## config.mk

```make
export PLATFORM = sky130hd
export DESIGN_NAME = tb4001_rom_responder
export DESIGN_NICKNAME = d
export VERILOG_FILES = /design/src/rtl/tb4001_rom_responder.sv
export SDC_FILE = /design/constraint.sdc
export NUM_CORES = 2
export LEC_CHECK = 0
export CAP_MARGIN = 10
export CORE_ASPECT_RATIO = 1.25
export CORE_MARGIN = 1.5
export CORE_UTILIZATION = 57
export DETAILED_ROUTE_END_ITERATION = 10
export GPL_TIMING_DRIVEN = 1
export PLACE_DENSITY = 0.76
export SYNTH_ARGS = -nofsm -noshare
export SYNTH_HDL_FRONTEND = slang
export SYNTH_SLANG_ARGS = --single-unit
```

## constraint.sdc

```tcl
create_clock -name clk -period 2.5 [get_ports clk]
set_input_delay 0.5 -clock clk [delete_from_list [all_inputs] [get_ports clk]]
set_output_delay 0.5 -clock clk [all_outputs]
set_load 0.01 [all_outputs]
```

## src/rtl/tb4001_rom_responder.sv

```systemverilog
// ROM-side responder for the 4004 multiplexed bus: frame tracking, address capture, opcode return.
// Optional I/O port (SRC/WRR/RDR) is built when TB4001_ROM_IO_PORT_EN is defined.
module tb4001_rom_responder #(
  parameter logic [3:0]  CHIP_ID    = 4'h0,
  parameter int unsigned DEPTH_LOG2 = 8
) (
  input  logic                  clk,
  input  logic                  rstN,
  input  logic                  sync,
  input  logic [3:0]            dataIn,
  input  logic                  cmRom,
  output logic [3:0]            dataOut,
  output logic                  dataOe,
  output logic [2:0]            cycle,
  output logic                  frameValid,
  output logic                  syncErr,
  input  logic                  progWe,
  input  logic [DEPTH_LOG2-1:0] progAddr,
  input  logic [7:0]            progData,
  output logic [3:0]            ioOut,
  input  logic [3:0]            ioIn
);

  typedef enum logic [2:0] {
    CYC_A1 = 3'd0, CYC_A2 = 3'd1, CYC_A3 = 3'd2, CYC_M1 = 3'd3,
    CYC_M2 = 3'd4, CYC_X1 = 3'd5, CYC_X2 = 3'd6, CYC_X3 = 3'd7
  } cycle_e;

  cycle_e                cycle_q, cycle_d;
  logic                  frame_valid_q, frame_valid_d;
  logic                  sync_err_q, sync_err_d;
  logic                  selected_q, selected_d;
  logic                  data_oe_q, data_oe_d;
  logic [3:0]            data_out_q, data_out_d;
  logic [3:0]            rd_lo_q, rd_lo_d;
  logic [DEPTH_LOG2-1:0] addr_q, addr_d;
  logic [7:0]            mem_q [0:(1<<DEPTH_LOG2)-1];
  logic [7:0]            rd_byte;
  logic                  chip_hit;
`ifdef TB4001_ROM_IO_PORT_EN
  logic                  src_sel_q, src_sel_d;
  logic [3:0]            io_op_q, io_op_d;
  logic [3:0]            io_out_q, io_out_d;
`endif

  always_comb begin
    cycle_d       = cycle_q;
    frame_valid_d = frame_valid_q;
    sync_err_d    = 1'b0;
    selected_d    = selected_q;
    data_oe_d     = data_oe_q;
    data_out_d    = data_out_q;
    rd_lo_d       = rd_lo_q;
    addr_d        = addr_q;
    rd_byte       = mem_q[addr_q];
    chip_hit      = (dataIn == CHIP_ID);
`ifdef TB4001_ROM_IO_PORT_EN
    src_sel_d     = src_sel_q;
    io_op_d       = io_op_q;
    io_out_d      = io_out_q;
`endif
    if (!frame_valid_q) begin
      cycle_d = CYC_A1;
      if (sync) frame_valid_d = 1'b1;
    end else if (sync && cycle_q != CYC_X3) begin
      cycle_d    = CYC_A1;
      sync_err_d = 1'b1;
      data_oe_d  = 1'b0;
      data_out_d = '0;
      selected_d = 1'b0;
`ifdef TB4001_ROM_IO_PORT_EN
      io_op_d    = '0;
`endif
    end else begin
      cycle_d = cycle_e'(cycle_q + 3'd1);
      case (cycle_q)
        CYC_A1: begin
          addr_d = {addr_q[7:4], dataIn};
`ifdef TB4001_ROM_IO_PORT_EN
          io_op_d = '0;
`endif
        end
        CYC_A2: addr_d = {dataIn, addr_q[3:0]};
        CYC_A3: begin
          // Whole byte is sampled here so a program write landing on this edge
          // cannot split the returned opcode between old and new data.
          selected_d = chip_hit;
          rd_lo_d    = rd_byte[3:0];
          if (chip_hit) begin
            data_out_d = rd_byte[7:4];
            data_oe_d  = 1'b1;
          end
        end
        CYC_M1: if (selected_q) data_out_d = rd_lo_q;
        CYC_M2: begin
          data_oe_d  = 1'b0;
          data_out_d = '0;
`ifdef TB4001_ROM_IO_PORT_EN
          if (cmRom) io_op_d = dataIn;
`endif
        end
`ifdef TB4001_ROM_IO_PORT_EN
        CYC_X1: if (io_op_q == 4'hA && src_sel_q) begin
          data_out_d = ioIn;
          data_oe_d  = 1'b1;
        end
        CYC_X2: begin
          data_oe_d  = 1'b0;
          data_out_d = '0;
          if (io_op_q == 4'h2 && src_sel_q) io_out_d = dataIn;
          if (cmRom) src_sel_d = chip_hit;
        end
`endif
        default: ;
      endcase
    end
  end

  always_ff @(posedge clk or negedge rstN) begin
    if (!rstN) begin
      cycle_q       <= CYC_A1;
      frame_valid_q <= 1'b0;
      sync_err_q    <= 1'b0;
      selected_q    <= 1'b0;
      data_oe_q     <= 1'b0;
      data_out_q    <= '0;
      rd_lo_q       <= '0;
      addr_q        <= '0;
`ifdef TB4001_ROM_IO_PORT_EN
      src_sel_q     <= 1'b0;
      io_op_q       <= '0;
      io_out_q      <= '0;
`endif
    end else begin
      cycle_q       <= cycle_d;
      frame_valid_q <= frame_valid_d;
      sync_err_q    <= sync_err_d;
      selected_q    <= selected_d;
      data_oe_q     <= data_oe_d;
      data_out_q    <= data_out_d;
      rd_lo_q       <= rd_lo_d;
      addr_q        <= addr_d;
`ifdef TB4001_ROM_IO_PORT_EN
      src_sel_q     <= src_sel_d;
      io_op_q       <= io_op_d;
      io_out_q      <= io_out_d;
`endif
    end
  end

  // Program array: no reset, plain synchronous write port.
  always_ff @(posedge clk) begin
    if (progWe) mem_q[progAddr] <= progData;
  end

  assign cycle      = cycle_q;
  assign frameValid = frame_valid_q;
  assign syncErr    = sync_err_q;
  assign dataOe     = data_oe_q;
  assign dataOut    = data_out_q;
`ifdef TB4001_ROM_IO_PORT_EN
  assign ioOut      = io_out_q;
`else
  logic unused_io;
  assign unused_io  = ^{cmRom, ioIn};
  assign ioOut      = '0;
`endif

endmodule
```

== Word-level counts from Yosys, hierarchy flattened ==
Memories as Yosys holds them, arrays and structs flattened.
Cells that the tools add are included.
W data, S select, Z words.

* Memories kept: 1
* Word-level logic and storage cells: 51
* RAM bits: 2,048
* Input port bits: 29
* Flip-flop bits (word level): 23
* Output and inout port bits: 14

{| class="wikitable"
|+ Memories
! memory !! depth !! bits a word !! rd ports !! clocked after memory_dff !! wr ports !! RTL line !! source
|-
| mem_q || 256 || 8 || 1 || 0 || 1 || 37 || <nowiki>logic [7:0] mem_q [0:(1<<DEPTH_LOG2)-1];</nowiki>
|}

* Add/subtract/negate cells: 1
* Reduce and logical (&&, ||, !) cells: 12
* Muxes and demuxes: 18
* Bitwise logic cells: 3
* Equality and inequality tests: 7

{| class="wikitable"
|+ Operators by type and width
! kind !! number
|-
| $pmux W8 S2 || 1
|-
| $mux W4 || 3
|-
| $pmux W4 S3 || 1
|-
| $reduce_and A4 Y1 || 3
|-
| $mux W1 || 10
|-
| $ne A3 B3 Y1 const B || 3
|-
| $eq A3 B2 Y1 const B || 2
|-
| $mux W3 || 2
|-
| $reduce_and A3 Y1 || 2
|-
| $logic_not A4 Y1 || 1
|-
| $reduce_bool A4 Y1 || 1
|-
| $add A3 B1 Y3 const B || 1
|-
| $eq A3 B1 Y1 const B || 1
|-
| $eq A3 B3 Y1 const B || 1
|-
| $logic_not A3 Y1 || 1
|-
| $not A1 Y1 || 3
|-
| $reduce_bool A3 Y1 || 1
|-
| $pmux W1 S2 || 1
|-
| $reduce_and A2 Y1 || 1
|-
| $reduce_bool A2 Y1 || 1
|-
| $logic_and A1 B1 Y1 || 1
|}

== Depth between registers and ports, before layout ==
* Word-level depth: 4
* Mapped depth: 13
* Gate-level depth less buffers: 9

== Least setup slack after synthesis ==
Ideal clock, no wire load.

* Path kind: register to register
* Start: register addr_q[0]
* End: register data_out_q[1] (netlist: dataOut[1])
* Arrival: 2,295 ps
* Cell stages (with the launch flop): 11
* Path buffers: 5
* Path slack: 56 ps
* Data required time: 2,351 ps
* Period minus slack after synthesis: 2,444 ps
* Library setup time: 149 ps
* Cells stage by stage: dfrtp_1 buf_6 buf_8 buf_6 buf_6 buf_4 mux4_2 a31oi_1 nand3_1 nor4_1 a41oi_1

* Word-level cells in the longest chain between the ends: 4

{| class="wikitable"
|+ Ends and longest elaborated chain
! item !! RTL line !! source
|-
| start: declaration || 36 || <nowiki>logic [DEPTH_LOG2-1:0] addr_q, addr_d;</nowiki>
|-
| start signal: assignment || 142 || <nowiki>addr_q <= addr_d;</nowiki>
|-
| $mem_v2 Z256 W8 || - ||
|-
| $mux W4 || 89 || <nowiki>if (chip_hit) begin</nowiki>
|-
| $pmux W4 S3 || 76 || <nowiki>case (cycle_q)</nowiki>
|-
| $mux W4 || 65 || <nowiki>end else if (sync && cycle_q != CYC_X3) begin</nowiki>
|-
| end signal: assignment || 140 || <nowiki>data_out_q <= data_out_d;</nowiki>
|-
| end: declaration || 34 || <nowiki>logic [3:0] data_out_q, data_out_d;</nowiki>
|}

No other way between the ends. The select of a mux whose other input is x is not followed.
A chain may end at the register's enable or synchronous reset.

== Worst setup path after layout ==
* Start: register addr_q[0]
* End: register rd_lo_q[1]

* Word-level cells in the longest chain between the ends: 1

{| class="wikitable"
|+ Ends and longest elaborated chain
! item !! RTL line !! source
|-
| $mem_v2 Z256 W8 || - ||
|-
| end signal: assignment || 141 || <nowiki>rd_lo_q <= rd_lo_d;</nowiki>
|-
| end: declaration || 35 || <nowiki>logic [3:0] rd_lo_q, rd_lo_d;</nowiki>
|}

No other way between the ends.

==> impl_results.md <==
- Worst slack at placement: -0.894 ns
- Gr ovfl total: 0
- CTS buffer count: 183
- DRC: 0
- Setup crit end kind: flip-flop
- P_leak: 32.4 nW
- Relative max-transition margin: 25.1%
- Register area share after synthesis: 77.0%
- Area delta synth->final: 21.4%
- Post-route ant nets: 0
- Commonest non-fill, non-tap cell in the layout: edfxtp_1
- Finish-stage setup viols: 8
- 1st-pass router iterations: 9
- Post-synthesis mux area share: 14.9%
- Htree depth: 4
- Status: complete, but fails checks
- Final cycle utilization of the critical path: 120%
- Xor/xnor share of the synthesized area: 0%
- DR vias: 45700
- Placed inst area: 90300 um2
- Average vias per placed instance: 6.67
- Syn avg cell area: 20.9 um2
- Failing checks: setup timing
- Routed WL per cell: 34.0 um
- RSZ-0062 raised after global routing: yes
- Worst-path clk slew: 0.07 ns
- Post-Synth Simple-Gate Area: 3.64%
- Site Rows: 154
- Die height: 424 um
- Adder-cell share of the synthesized area: 0.0931%
- R2r setup slk: -0.51 ns
- Post-synth top area cell: edfxtp_1
- Share of cells above drive strength 1: 39.0%
- Sink Count: 2071
- Synth Instances: 3858
- Setup CP Type: reg -> reg
- Max-Cap Viols: 0
- Tmin final: 3.01 ns
- Peak VDD IR: 0.000653 V
- Die area: 144000 um2
- CTS tree: built
- Hold Vio Cnt, Final: 0
- Die Span X: 339 um
- Register Area: 62100 um2
- Flops & latches, synth: 2071
- CTS root buf: clkbuf_16
- Most frequent cells in the layout: edfxtp_1, buf_4, mux4_2, nor2_1, clkbuf_16
- Global-route wire length before repair: 329000 um
- Post-synth top area share: 76.3%
- CP max FO: 10
- CP arrival: 3.74 ns
- Slew @ Worst Pin: 1.11 ns
- CP Launch Type: flip-flop
- Multi-input gate area: 18000 um2
- Hold Crit Class: in -> async
- Netlist Area Pre-Place: 80600 um2
- Main area contributors after synthesis: edfxtp_1, mux4_2, nor2_1
- Yosys cell types: 66
- Final instance area: 97900 um2
- Main combinational cell family by area after synthesis: multiplexers
- Final #Nets: 4859
- Largest net degree at the start of global routing: 133
- Ys async rst share: 1.11%
- Filler cells: 7889
- Fmax: 332 MHz
- HPWL Detailed: 149000 um
- Vias in the first global route: 46400
- GPL Wtd Cong: 0.993
- Antenna violations before repair: 3
- Clk Latency, worst-skew pair: 0.84 ns
- Tot GR Track Use: 32.4%
- Pwr/cell area: 922 nW/um2
- Post-synthesis compound-gate area fraction: 2.69%
- Primary FF master, synth: edfxtp_1
- Starting Density: 57.3%
- Final WS setup: -0.511 ns
- CP Data Required Time: 3.23 ns
- DRT Wirelength: 233000 um
- Slew Limit Fails: 0
- Maximum clock path buffer count: 3
- Final setup skew: 0.0264 ns
- Initial DRC count: 6992
- Core area: 141000 um2
- Ys Warns: 0
- EDFF count, synth: 2048
- Num ports: 43
- Port Buffer Count: 33
sequential cells by signal (all words and copies together) (netlist names):
name,flops
rd_lo_q,4
addr_q,8
mem_q,2048
dataOe,1
syncErr,1
cycle,3
frameValid,1
selected_q,1
dataOut,4
metrics by stage:
stage / power, mW / TNS, ns / util (%) / cells / hold WS (ns)
6_report: 90.3 / -3.74 / 69.6 / 6850 / 0.0542
2_1_floorplan: 50.0 / 0 / - / 3861 / 0.204
3_5_place_dp: 60.0 / -43.73 / 64.2 / 6449 / 0.466
3_3_place_gp: 59.7 / -23.04 / 64.2 / 6449 / 0.463
5_1_grt: 92.0 / -3.91 / 69.6 / 6847 / 0.0706
4_1_cts: 89.2 / -3.13 / 69.3 / 6833 / 0.0235
per-layer routing:
| metal | global-route usage, % | share of wire, % |
|---|---|---|
| met5 | 0 | 0.0056 |
| met4 | 20.0 | 7.2 |
| met3 | 6.65 | 11 |
| met2 | 53.3 | 50 |
| met1 | 39.7 | 32 |
critical path: stages, from the launching register on:
cell     delay [ns]
dfrtp_4        0.44
buf_12         0.15
buf_16         0.17
buf_16         0.16
mux4_2         0.55
mux4_2         0.51
nor3_2         0.15
buf_4          0.17
a31oi_1        0.05
nand2_1        0.19
o21ai_2        0.13
a31o_1         0.20
path summary, 6_finish.rpt:
path	to	cells after the start	startpoint
min reg2reg	selected_q$_DFFE_PN0P_	1	selected_q$_DFFE_PN0P_
max reg2reg	rd_lo_q[1]$_DFFE_PN0P_	11	addr_q[0]$_DFFE_PN0P_
max	rd_lo_q[1]$_DFFE_PN0P_	11	addr_q[0]$_DFFE_PN0P_
max in group asynchronous	addr_q[4]$_DFFE_PN0P_	2	rstN
min in group clk	mem_q[242][2]$_DFFE_PP_	1	progData[2]
min	syncErr$_DFF_PN0_	2	rstN
repair_timing:
item,4_1_cts,5_1_grt
setup buffers,41,15
setup endpoints to repair,8,8
hold buffers,1,0
gates resized for setup,136,59
hold endpoints to repair,17,0
gates cloned,6,1
pin swaps,36,22
report_power, final:
part	switching (mW)	total [mW]	leakage (nW)	internal (mW)
sequential	0.270	38.6	18.7	38.3
combinational	12.6	23.8	10.8	11.1
clock	12.7	27.9	2.83	15.2
synthesized netlist by cell type, types with 4 or more instances:
cell	instances
mux4_2	473
a2111oi_0	10
o22ai_1	123
mux2i_1	32
a21oi_1	11
a22o_1	9
mux2_1	4
ha_1	6
nor2_1	301
a211oi_1	17
a311oi_1	4
nor4b_1	5
clkbuf_1	89
buf_6	23
buf_4	34
a31oi_1	16
a21o_1	6
mux2_2	88
or3_1	11
o41ai_1	4
nand4_1	23
or2_2	4
nand2b_1	21
o21ai_1	4
and3_1	7
nand2_1	63
nand3_1	72
nor2b_1	48
a32oi_1	7
and2_1	5
edfxtp_1	2048
a22oi_1	50
inv_1	8
o21ai_0	19
nor3_1	40
buf_1	9
buf_2	69
nor4_1	15
buf_8	5
a221oi_1	7
dfrtp_1	23
o221ai_1	5
area by class of cell:
cell class / instances / area share [%]
multi-input combinational: 1550 / 18.4
clock inverter: 103 / 1.03
clock buffer: 233 / 4.97
timing repair buffer: 1010 / 9.70
antenna: 3 / 0.00767
inverter: 8 / 0.0307
tap: 1872 / 2.39
sequential: 2071 / 63.4
cell families (layout without fill, tap and decap cells):
family,count (synthesis),in the layout
compound gates,313,313
fa+ha+maj,6,6
buf+inv,240,1354
flops,2071,2071
mux,597,597
other cells,1,7
simple gates,630,630
(Power assumes the default switching activity.)
